$ cat config.mk
export PLATFORM = sky130hd
export DESIGN_NAME = abs_stream_sched_flat
export DESIGN_NICKNAME = d
export VERILOG_FILES = /design/src/rtl/abs_sched_pkg.sv /design/src/rtl/abs_stream_sched_if.sv /design/src/rtl/abs_sign_est.sv /design/src/rtl/abs_stream_sched.sv /design/src/flat_wrapper.sv
export SDC_FILE = /design/constraint.sdc
export NUM_CORES = 1
export LEC_CHECK = 0
export CORE_MARGIN = 1
export CORE_UTILIZATION = 50
export CTS_BUF_LIST = sky130_fd_sc_hd__clkbuf_8
export CTS_CLUSTER_DIAMETER = 80
export DETAILED_ROUTE_END_ITERATION = 6
export PLACE_DENSITY = 0.68
export SYNTH_ARGS = -nofsm -noshare
export SYNTH_HDL_FRONTEND = slang
export SYNTH_SLANG_ARGS = --single-unit
$ cat constraint.sdc
create_clock -name clk -period 2.7 [get_ports clk]
set_input_delay 0.54 -clock clk [delete_from_list [all_inputs] [get_ports clk]]
set_output_delay 0.54 -clock clk [all_outputs]
set_load 0.03 [all_outputs]
$ cat src/rtl/abs_sched_pkg.sv
// Shared types and the round-robin pick helper for the abs stream scheduler.
package abs_sched_pkg;

  localparam int unsigned MaxCh = 32;

  typedef enum logic [2:0] {
    StIdle,
    StArb,
    StWarm,
    StRun,
    StDone
  } sched_state_t;

  // First set request at or after ptr (wrapping at nch); returns the found flag.
  function automatic logic rr_pick(input logic [MaxCh-1:0] req, input int unsigned nch,
                                   input int unsigned ptr, output int unsigned idx);
    logic        found;
    int unsigned j;
    found = 1'b0;
    idx   = 0;
    for (int unsigned i = 0; i < MaxCh; i++) begin
      j = ptr + i;
      if (j >= nch) j = j - nch;
      if (i < nch && !found && req[j[4:0]]) begin
        found = 1'b1;
        idx   = j;
      end
    end
    return found;
  endfunction

endpackage

$ cat src/rtl/abs_stream_sched_if.sv
// Requester/result bus of the abs stream scheduler.
// Optional neg output is present when ABS_SCHED_SIGN_OUT_EN is defined.
interface abs_stream_sched_if #(
  parameter int unsigned NCH     = 4,
  parameter int unsigned LOG_LEN = 8
);
  localparam int unsigned ChW = $clog2(NCH);

  logic [NCH-1:0]   req;
  logic [NCH-1:0]   value;
  logic [NCH-1:0]   gnt;
  logic             abs_bit;
  logic             busy;
  logic             done;
  logic [ChW-1:0]   done_ch;
  logic [LOG_LEN:0] result;
`ifdef ABS_SCHED_SIGN_OUT_EN
  logic             neg;
`endif

  modport master (
    output req, value,
    input  gnt, abs_bit, busy, done, done_ch, result
`ifdef ABS_SCHED_SIGN_OUT_EN
    , input neg
`endif
  );

  modport slave (
    input  req, value,
    output gnt, abs_bit, busy, done, done_ch, result
`ifdef ABS_SCHED_SIGN_OUT_EN
    , output neg
`endif
  );

endinterface

$ cat src/rtl/abs_sign_est.sv
// Sign estimator for a bipolar bitstream: saturating up/down counter, abs = value ^ sign.
module abs_sign_est #(
  parameter int unsigned DEP = 3
) (
  input  logic clk,
  input  logic rst_n,
  input  logic clr,
  input  logic en,
  input  logic value,
  output logic sign,
  output logic abs
);

  localparam logic [DEP-1:0] Mid = DEP'(1) << (DEP - 1);

  logic [DEP-1:0] cnt_q, cnt_d;

  always_comb begin
    cnt_d = cnt_q;
    if (clr) begin
      cnt_d = Mid;
    end else if (en) begin
      if (value && !(&cnt_q)) cnt_d = cnt_q + 1'b1;
      else if (!value && (|cnt_q)) cnt_d = cnt_q - 1'b1;
    end
  end

  always_ff @(posedge clk or negedge rst_n) begin
    if (!rst_n) cnt_q <= Mid;
    else        cnt_q <= cnt_d;
  end

  // Upper half of the counter means the stream is mostly ones, i.e. non-negative.
  assign sign = ~cnt_q[DEP-1];
  assign abs  = value ^ sign;

endmodule

$ cat src/rtl/abs_stream_sched.sv
// Round-robin scheduler sharing one abs kernel between NCH bitstream requesters.
// Define ABS_SCHED_SIGN_OUT_EN to add the neg output and its sign counter.
module abs_stream_sched
  import abs_sched_pkg::*;
#(
  parameter int unsigned NCH     = 4,
  parameter int unsigned LOG_LEN = 8,
  parameter int unsigned WARM    = 8,
  parameter int unsigned DEP     = 3
) (
  input logic               clk,
  input logic               rst_n,
  abs_stream_sched_if.slave bus
);

  localparam int unsigned      ChW      = $clog2(NCH);
  localparam int unsigned      CntW     = LOG_LEN + 1;
  localparam int unsigned      WarmW    = $clog2(WARM + 1);
  localparam logic [CntW-1:0]  LastWin  = CntW'((2 ** LOG_LEN) - 1);
  localparam logic [WarmW-1:0] LastWarm = WarmW'(WARM - 1);

  sched_state_t     state_q, state_d;
  logic [ChW-1:0]   rr_ptr_q, rr_ptr_d;
  logic [ChW-1:0]   sel_q, sel_d, sel_next;
  logic [ChW-1:0]   done_ch_q, done_ch_d;
  logic [NCH-1:0]   gnt_q, gnt_d;
  logic [CntW-1:0]  win_cnt_q, win_cnt_d;
  logic [CntW-1:0]  ones_cnt_q, ones_cnt_d;
  logic [CntW-1:0]  result_q, result_d;
  logic [WarmW-1:0] warm_cnt_q, warm_cnt_d;
  logic             done_q, done_d;
  logic             est_clr, est_en, est_sign, est_abs;
  logic             pick_found;
  int unsigned      pick_idx;
  logic [ChW-1:0]   pick_sel;

  always_comb begin
    pick_idx   = 0;
    pick_found = rr_pick(MaxCh'(bus.req), NCH, 32'(rr_ptr_q), pick_idx);
  end

  assign pick_sel = ChW'(pick_idx);
  assign sel_next = (sel_q == ChW'(NCH - 1)) ? '0 : sel_q + 1'b1;
  assign est_clr  = (state_q == StArb);
  assign est_en   = (state_q == StWarm) || (state_q == StRun);

  abs_sign_est #(
    .DEP(DEP)
  ) u_est (
    .clk  (clk),
    .rst_n(rst_n),
    .clr  (est_clr),
    .en   (est_en),
    .value(bus.value[sel_q]),
    .sign (est_sign),
    .abs  (est_abs)
  );

  always_comb begin
    state_d    = state_q;
    rr_ptr_d   = rr_ptr_q;
    sel_d      = sel_q;
    gnt_d      = gnt_q;
    win_cnt_d  = win_cnt_q;
    warm_cnt_d = warm_cnt_q;
    ones_cnt_d = ones_cnt_q;
    result_d   = result_q;
    done_ch_d  = done_ch_q;
    done_d     = 1'b0;
    unique case (state_q)
      StIdle: begin
        if (|bus.req) state_d = StArb;
      end
      StArb: begin
        win_cnt_d  = '0;
        warm_cnt_d = '0;
        ones_cnt_d = '0;
        if (pick_found) begin
          sel_d   = pick_sel;
          gnt_d   = NCH'(1) << pick_sel;
          state_d = StWarm;
        end else begin
          state_d = StIdle;
        end
      end
      StWarm: begin
        if (!bus.req[sel_q]) begin
          state_d  = StIdle;
          gnt_d    = '0;
          rr_ptr_d = sel_next;
        end else if (warm_cnt_q == LastWarm) begin
          state_d = StRun;
        end else begin
          warm_cnt_d = warm_cnt_q + 1'b1;
        end
      end
      StRun: begin
        if (!bus.req[sel_q]) begin
          state_d  = StIdle;
          gnt_d    = '0;
          rr_ptr_d = sel_next;
        end else begin
          ones_cnt_d = ones_cnt_q + CntW'(est_abs);
          if (win_cnt_q == LastWin) state_d = StDone;
          else                      win_cnt_d = win_cnt_q + 1'b1;
        end
      end
      StDone: begin
        done_d    = 1'b1;
        result_d  = ones_cnt_q;
        done_ch_d = sel_q;
        rr_ptr_d  = sel_next;
        gnt_d     = '0;
        state_d   = StIdle;
      end
      default: state_d = StIdle;
    endcase
  end

  always_ff @(posedge clk or negedge rst_n) begin
    if (!rst_n) begin
      state_q    <= StIdle;
      rr_ptr_q   <= '0;
      sel_q      <= '0;
      gnt_q      <= '0;
      win_cnt_q  <= '0;
      warm_cnt_q <= '0;
      ones_cnt_q <= '0;
      result_q   <= '0;
      done_ch_q  <= '0;
      done_q     <= 1'b0;
    end else begin
      state_q    <= state_d;
      rr_ptr_q   <= rr_ptr_d;
      sel_q      <= sel_d;
      gnt_q      <= gnt_d;
      win_cnt_q  <= win_cnt_d;
      warm_cnt_q <= warm_cnt_d;
      ones_cnt_q <= ones_cnt_d;
      result_q   <= result_d;
      done_ch_q  <= done_ch_d;
      done_q     <= done_d;
    end
  end

`ifdef ABS_SCHED_SIGN_OUT_EN
  localparam logic [CntW-1:0] HalfWin = CntW'(2 ** (LOG_LEN - 1));

  logic [CntW-1:0] sgn_cnt_q, sgn_cnt_d;
  logic            neg_q, neg_d;

  always_comb begin
    sgn_cnt_d = sgn_cnt_q;
    neg_d     = neg_q;
    if (state_q == StArb) begin
      sgn_cnt_d = '0;
    end else if (state_q == StRun && bus.req[sel_q]) begin
      sgn_cnt_d = sgn_cnt_q + CntW'(est_sign);
    end else if (state_q == StDone) begin
      neg_d = (sgn_cnt_q >= HalfWin);
    end
  end

  always_ff @(posedge clk or negedge rst_n) begin
    if (!rst_n) begin
      sgn_cnt_q <= '0;
      neg_q     <= 1'b0;
    end else begin
      sgn_cnt_q <= sgn_cnt_d;
      neg_q     <= neg_d;
    end
  end

  assign bus.neg = neg_q;
`else
  logic unused_sign;
  assign unused_sign = est_sign;
`endif

  assign bus.gnt     = gnt_q;
  assign bus.abs_bit = est_en & est_abs;
  assign bus.busy    = (state_q != StIdle);
  assign bus.done    = done_q;
  assign bus.done_ch = done_ch_q;
  assign bus.result  = result_q;

endmodule

$ cat src/flat_wrapper.sv
// flat-port wrapper written by rule: the top's interface ports become plain ports
module abs_stream_sched_flat import abs_sched_pkg::*;
#(
  parameter int unsigned NCH     = 4,
  parameter int unsigned LOG_LEN = 8,
  parameter int unsigned WARM    = 8,
  parameter int unsigned DEP     = 3
)
  (clk, rst_n, bus_req, bus_value, bus_gnt, bus_abs_bit, bus_busy, bus_done, bus_done_ch, bus_result);
  abs_stream_sched_if #(.NCH(NCH), .LOG_LEN(LOG_LEN)) bus_i ();
  input logic clk;
  input logic rst_n;
  input wire logic [$bits(bus_i.req)-1:0] bus_req;
  input wire logic [$bits(bus_i.value)-1:0] bus_value;
  output wire logic [$bits(bus_i.gnt)-1:0] bus_gnt;
  output wire logic [$bits(bus_i.abs_bit)-1:0] bus_abs_bit;
  output wire logic [$bits(bus_i.busy)-1:0] bus_busy;
  output wire logic [$bits(bus_i.done)-1:0] bus_done;
  output wire logic [$bits(bus_i.done_ch)-1:0] bus_done_ch;
  output wire logic [$bits(bus_i.result)-1:0] bus_result;
  assign bus_i.req = bus_req;
  assign bus_i.value = bus_value;
  assign bus_gnt = bus_i.gnt;
  assign bus_abs_bit = bus_i.abs_bit;
  assign bus_busy = bus_i.busy;
  assign bus_done = bus_i.done;
  assign bus_done_ch = bus_i.done_ch;
  assign bus_result = bus_i.result;
  abs_stream_sched #(.NCH(NCH), .LOG_LEN(LOG_LEN), .WARM(WARM), .DEP(DEP)) u_core (.clk(clk), .rst_n(rst_n), .bus(bus_i));
endmodule
## Word-level counts from Yosys, hierarchy flattened

Cells that the tools add are included.

- Magnitude comparators: 9
- $add $sub $neg: 13
- Shift operators: 1
- Reduce and logical (&&, ||, !) cells: 31
- Multiplexer cells: 50
- Eq/ne operators: 16
- Bitwise gates (word level): 3

Operator list:

| kind | number |
|---|---|
| 32-bit by 3-bit greater-or-equal comparator with 1-bit output, second input constant | 3 |
| 9-bit case mux with 2 select lines | 2 |
| 3-bit two-way mux | 9 |
| 9-bit two-way mux | 3 |
| 5-bit by 6-bit less-than comparator with 1-bit output, second input constant | 4 |
| 1-bit binary-select mux with 5-bit select | 4 |
| 5-bit two-way mux | 4 |
| 4-bit two-way mux | 4 |
| 3-bit AND reduction | 5 |
| 2-bit two-way mux | 7 |
| 2-bit != test, second input constant | 6 |
| 3-bit case mux with 4 select lines | 1 |
| 4-bit case mux with 3 select lines | 1 |
| 3-bit by 3-bit subtractor with 4-bit output, second input constant | 3 |
| 1-bit two-way mux | 11 |
| 9-bit by 1-bit adder with 9-bit output | 1 |
| 9-bit by 1-bit adder with 9-bit output, second input constant | 1 |
| 9-bit by 8-bit == test with 1-bit output, second input constant | 1 |
| 3-bit nonzero test | 3 |
| 4-bit case mux with 2 select lines | 1 |
| 2-bit AND reduction | 4 |
| 2-bit nonzero test | 4 |
| 2-bit by 2-bit adder with 3-bit output, second input constant | 2 |
| 3-bit by 2-bit == test with 1-bit output, second input constant | 2 |
| other kinds (27) | 37 |

- Bits of input ports: 10
- Word-level logic and storage cells: 134
- Output and inout bits: 18
- Flip-flop bits (word level): 48

## Depth between registers and ports, before layout

- Depth after elaboration: 17
- Gate-level depth with buffers: 10
- Gate-level depth less buffers: 9

## Hierarchy

Synthesis repeated with hierarchy kept, for this count alone.

- Cells, all modules: 260
- Area, all modules: 2685.1 um2

Modules (own cells, without submodules):

| module | area an instance (um2) | sequential area each (um2) | times used | cells each |
|---|---|---|---|---|
| abs_stream_sched | 2418.6 | 1126.1 | 1 | 228 |
| abs_sign_est | 266.5 | 76.3 | 1 | 32 |

## Worst setup path before layout

No wires, ideal clock.

- Kind: input to register
- From: input port bus_value[3]
- To: register u_core.ones_cnt_q[8]
- Stages: 8
- Arrival time: 2.256 ns
- Setup slack: 0.366 ns
- Library setup time: 0.078 ns
- Path buffers: 0
- Data required time: 2.622 ns
- Path through: mux4_2 xor2_1 inv_1 ha_1 ha_1 nand4_1 or3_1 a21oi_1

- Cells in the longest elaborated chain, start to end: 6

RTL lines:

| item | line | source |
|---|---|---|
| start: declaration | flat_wrapper.sv:14 | `input wire logic [$bits(bus_i.value)-1:0] bus_value;` |
| 1-bit binary-select mux with 2-bit select | abs_stream_sched.sv:54 | `.value(bus.value[sel_q]),` |
| 1-bit two-way mux (implied by the code) | abs_stream_sched.sv:54 |  |
| 1-bit XOR | abs_sign_est.sv:35 | `assign abs = value ^ sign;` |
| 9-bit by 1-bit adder with 9-bit output | abs_stream_sched.sv:103 | `ones_cnt_d = ones_cnt_q + CntW'(est_abs);` |
| 9-bit two-way mux | abs_stream_sched.sv:98 | `if (!bus.req[sel_q]) begin` |
| 9-bit case mux with 2 select lines | abs_stream_sched.sv:70 | `unique case (state_q)` |
| end signal: assignment | abs_stream_sched.sv:139 | `ones_cnt_q <= ones_cnt_d;` |
| end: declaration | abs_stream_sched.sv:28 | `logic [CntW-1:0] ones_cnt_q, ones_cnt_d;` |

Every way passes these cells. The select of a mux whose other input is x is not followed.
A chain may end at the register's enable or synchronous reset.

## Worst setup path in the final report

- From: input port bus_value[3]
- To: output port bus_abs_bit

- Cells in the longest elaborated chain, start to end: 4

RTL lines:

| item | line | source |
|---|---|---|
| 1-bit binary-select mux with 2-bit select | abs_stream_sched.sv:54 |  |
| 1-bit two-way mux (implied by the code) | abs_stream_sched.sv:54 |  |
| 1-bit XOR | abs_sign_est.sv:35 |  |
| 1-bit AND | abs_stream_sched.sv:181 | `assign bus.abs_bit = est_en & est_abs;` |
| end: declaration | flat_wrapper.sv:16 | `output wire logic [$bits(bus_i.abs_bit)-1:0] bus_abs_bit;` |

Every way passes these cells. The select of a mux whose other input is x is not followed.

==> flow_summary_export.csv <==
group,metric,value,unit
critical_path,slowest_stage,"mux4_2",
global_route,antenna_found_initial,0,
global_route,grtUsageTotal,0.219,
final_layout,fillers,391,
synth,synthDistinctLibCells,45,
critical_path,start_kind,"primary input",
critical_path,arrival,2.03,ns
critical_path,slowest_delay,0.51,ns
sta,setup_violations,0,
placement,port_buffers,27,
pwr,ir_worst_vdd,0.000633,V
clocking,clk_pin_slew,0.09,ns
placement,dp.cells,362,
critical_path,critPathRequiredTime,2.16,ns
pwr,power_density,993,nW/um^2
drt,via_per_inst,5.46,
synth,synthArstFlopShare,1.00,
critical_path,endpoint_kind,"primary output",
sta,hold_viol,0,
pwr,p_total,3250,uW
final_layout,area_growth,25.6,%
floorplanning,rows,25,
clocking,tritoncts,"done",
critical_path,cp_top_family,"buffers and inverters",
clocking,postCtsResizedCells,0,
floorplanning,ioPinCount,28,
drt,drc_errors,0,
synth,syn-cell-area,2600,um^2
floorplanning,dieWidth,74.2,um
critical_path,cp_max_fo,3,
floorplanning,initial_core_util,0.534,
synth,yosysSeqAreaShare,0.462,
drt,wl,5320,um
sta,worst_slew_pin_slew,0.645,ns
drt,drt-pass1-iter-count,4,
sta,report.final.slew_viol_count,0,
synth,syn_nets,269,
sta,tns,0,ns
placement,dp_hpwl,3850,um
global_route,grt_pass1_vias,1951,
critical_path,cpMostUsedCell,"buf_4",
global_route,grt_start_max_net_pins,27,
critical_path,path_class,"primary input to primary output",
clocking,cts_buffers,5,
final_layout,diodes,0,
drt,post_drt_wl_per_cell,14.4,um
critical_path,r2r_end,"u_core.bus.gnt[3]",
clocking,postCtsSetupRepairBufs,0,
sta,fmax,388,MHz
floorplanning,die_height,74.2,um
critical_path,r2r_cells,9,
flow_run,maxCapViolCount,0,
critical_path,crit_path_cell_trace,"clkdlybuf4s50_1 > mux4_2 > xor2_1 > buf_4 > nor2_1 > buf_4",
drt,drt_iter0_markers,81,
clocking,clock_path_buffers,2,
sta,relSlewSlack,0.569,
clocking,h-tree-depth,2,
final_layout,layout.nets,323,
critical_path,reg2reg_from,"u_core.rr_ptr_q[0]",
sta,finalCritPeriodShare,0.954,
synth,synth-edff-count,0,
clocking,clk-insertion-delay-late,0.31,ns
synth,syn_area_per_cell,10.5,um^2
global_route,overflow,0,
clocking,hold_buffers,0,
global_route,grt_pass1_wl,8990,um
final_layout,drive_above_1_share,0.191,
drt,postRouteAntennaNets,0,
synth,ys_warn_count,0,
placement,gp_congestion,0.782,
synth,ys_ff_latch,48,
sta,min_period,2.57,ns
worst_hold_path,min_path_type,"primary input to async pin",
floorplanning,die_area,5500,um^2
pwr,p_leak,0.00150,uW
synth,syn_inst,248,
clocking,clock-sinks,48,
clocking,clock-root-buffer,"clkbuf_8",
sta,clock_skew,0.00920,ns
drt,vias,2019,
synth,ys.flop_type,"dfrtp_1",
critical_path,rrSetupSlack,0.25,ns
final_layout,fin_cells,370,
critical_path,crit_buf_inv,3,
floorplanning,fp.coreArea,4880,um^2
sta,rsz0062_at_grt,"false",
status,status,"complete, no violations",
## worst max path at each step
stage | end | startpoint | slack (ns) | depth (start not counted)
after global routing | u_core.u_est.cnt_q[1] | bus_value[3] | 0.03 | 8
after floorplan | u_core.ones_cnt_q[8] | bus_value[3] | 0.37 | 8
final | bus_abs_bit | bus_value[3] | 0.13 | 6
after detailed placement | u_core.ones_cnt_q[8] | bus_value[3] | -0.08 | 9
after CTS | bus_abs_bit | bus_value[3] | 0.12 | 6
after global placement | u_core.bus.gnt[1] | bus_req[2] | -0.04 | 6
## final cells by class
cell class	count	area (um^2)	area share
inverters	14	52.6	0.0161
repair buffers	53	458	0.140
clock buffers	5	68.8	0.0210
well taps	67	83.8	0.0256
multi-input cells	180	1320	0.403
clock inverters	3	90.1	0.0275
flip-flops and latches	48	1200	0.367
## logic make-up after synthesis
| group | synth area share |
|---|---|
| AND/OR/NAND/NOR | 0.171 |
| AO/OA/AOI/OAI | 0.106 |
| multiplexers | 0.121 |
| adder cells (fa/ha/maj) | 0.0557 |
| buffers and inverters | 0.0346 |
| XOR/XNOR | 0.0504 |
| flip-flops | 0.462 |
## layout by cell type, fill, tap and decap left out, drive strengths merged, types with 4 or more instances in the layout
| cell | count |
|---|---|
| nor2 | 27 |
| dfrtp | 47 |
| ha | 10 |
| nor2b | 6 |
| o21ai | 15 |
| nor3 | 4 |
| nand4 | 6 |
| clkdlybuf4s50 | 25 |
| buf | 28 |
| a21oi | 7 |
| inv | 14 |
| mux2 | 12 |
| mux4 | 5 |
| nand2 | 21 |
| clkbuf | 5 |
| nand3 | 8 |
| and3 | 4 |
| xnor2 | 5 |
| o31ai | 4 |
| xor2 | 10 |
| mux2i | 6 |
## power by group
group | switching [uW] | internal [uW]
clock | 245 | 463
sequential | 163 | 850
combinational | 823 | 707
total | 1230 | 2020
## synthesized netlist by cell type (all sizes together), types with 2 or more instances
| cell | n | area, um^2 |
|---|---|---|
| a21oi | 7 | 35.0 |
| a31oi | 3 | 18.8 |
| a32o | 2 | 20.0 |
| and3 | 4 | 25.0 |
| buf | 2 | 22.5 |
| clkbuf | 4 | 15.0 |
| dfrtp | 47 | 1180 |
| ha | 10 | 125 |
| inv | 14 | 52.6 |
| mux2 | 12 | 135 |
| mux2i | 6 | 60.1 |
| mux4 | 5 | 120 |
| nand2 | 21 | 78.8 |
| nand2b | 2 | 12.5 |
| nand3 | 8 | 40.0 |
| nand3b | 2 | 15.0 |
| nand4 | 6 | 37.5 |
| nor2 | 27 | 101 |
| nor2b | 6 | 37.5 |
| nor3 | 4 | 20.0 |
| nor3b | 3 | 22.5 |
| o21ai | 15 | 86.3 |
| o31ai | 4 | 30.0 |
| or4 | 3 | 26.3 |
| xnor2 | 5 | 43.8 |
| xor2 | 10 | 87.6 |
## metrics by stage
stage / hold slack [ns] / utilization / worst slack, ns / cell area [um^2]
floorplan: 0.244 / - / 0.366 / 2610
global placement: 0.482 / 0.638 / -0.0398 / 3110
detailed placement: 0.491 / 0.638 / -0.0774 / 3110
CTS: 0.251 / 0.671 / 0.121 / 3270
global route: 0.278 / 0.671 / 0.0256 / 3270
finish: 0.231 / 0.671 / 0.125 / 3270
## sequential cells by signal (all words and copies together) (netlist names)
signal              flops
u_core.bus.done_ch      2
u_core.warm_cnt_q       4
u_core.bus.done         1
u_core.ones_cnt_q       9
u_core.win_cnt_q        9
u_core.rr_ptr_q         2
u_core.u_est.cnt_q      3
u_core.sel_q            2
u_core.bus.gnt          4
u_core.state_q          3
u_core.bus.result       9
## layer usage
metal / part of all wire / routed length [um] / track usage / up-vias
li1: - / - / - / 990
met1: 0.47 / 2510 / 0.281 / 988
met2: 0.48 / 2580 / 0.370 / 34
met3: 0.028 / 151 / 0.0325 / 7
met4: 0.014 / 77 / 0.0919 / 0
met5: 0 / 0 / 0 / -
Note: power is estimated with default switching activity, not from simulation.
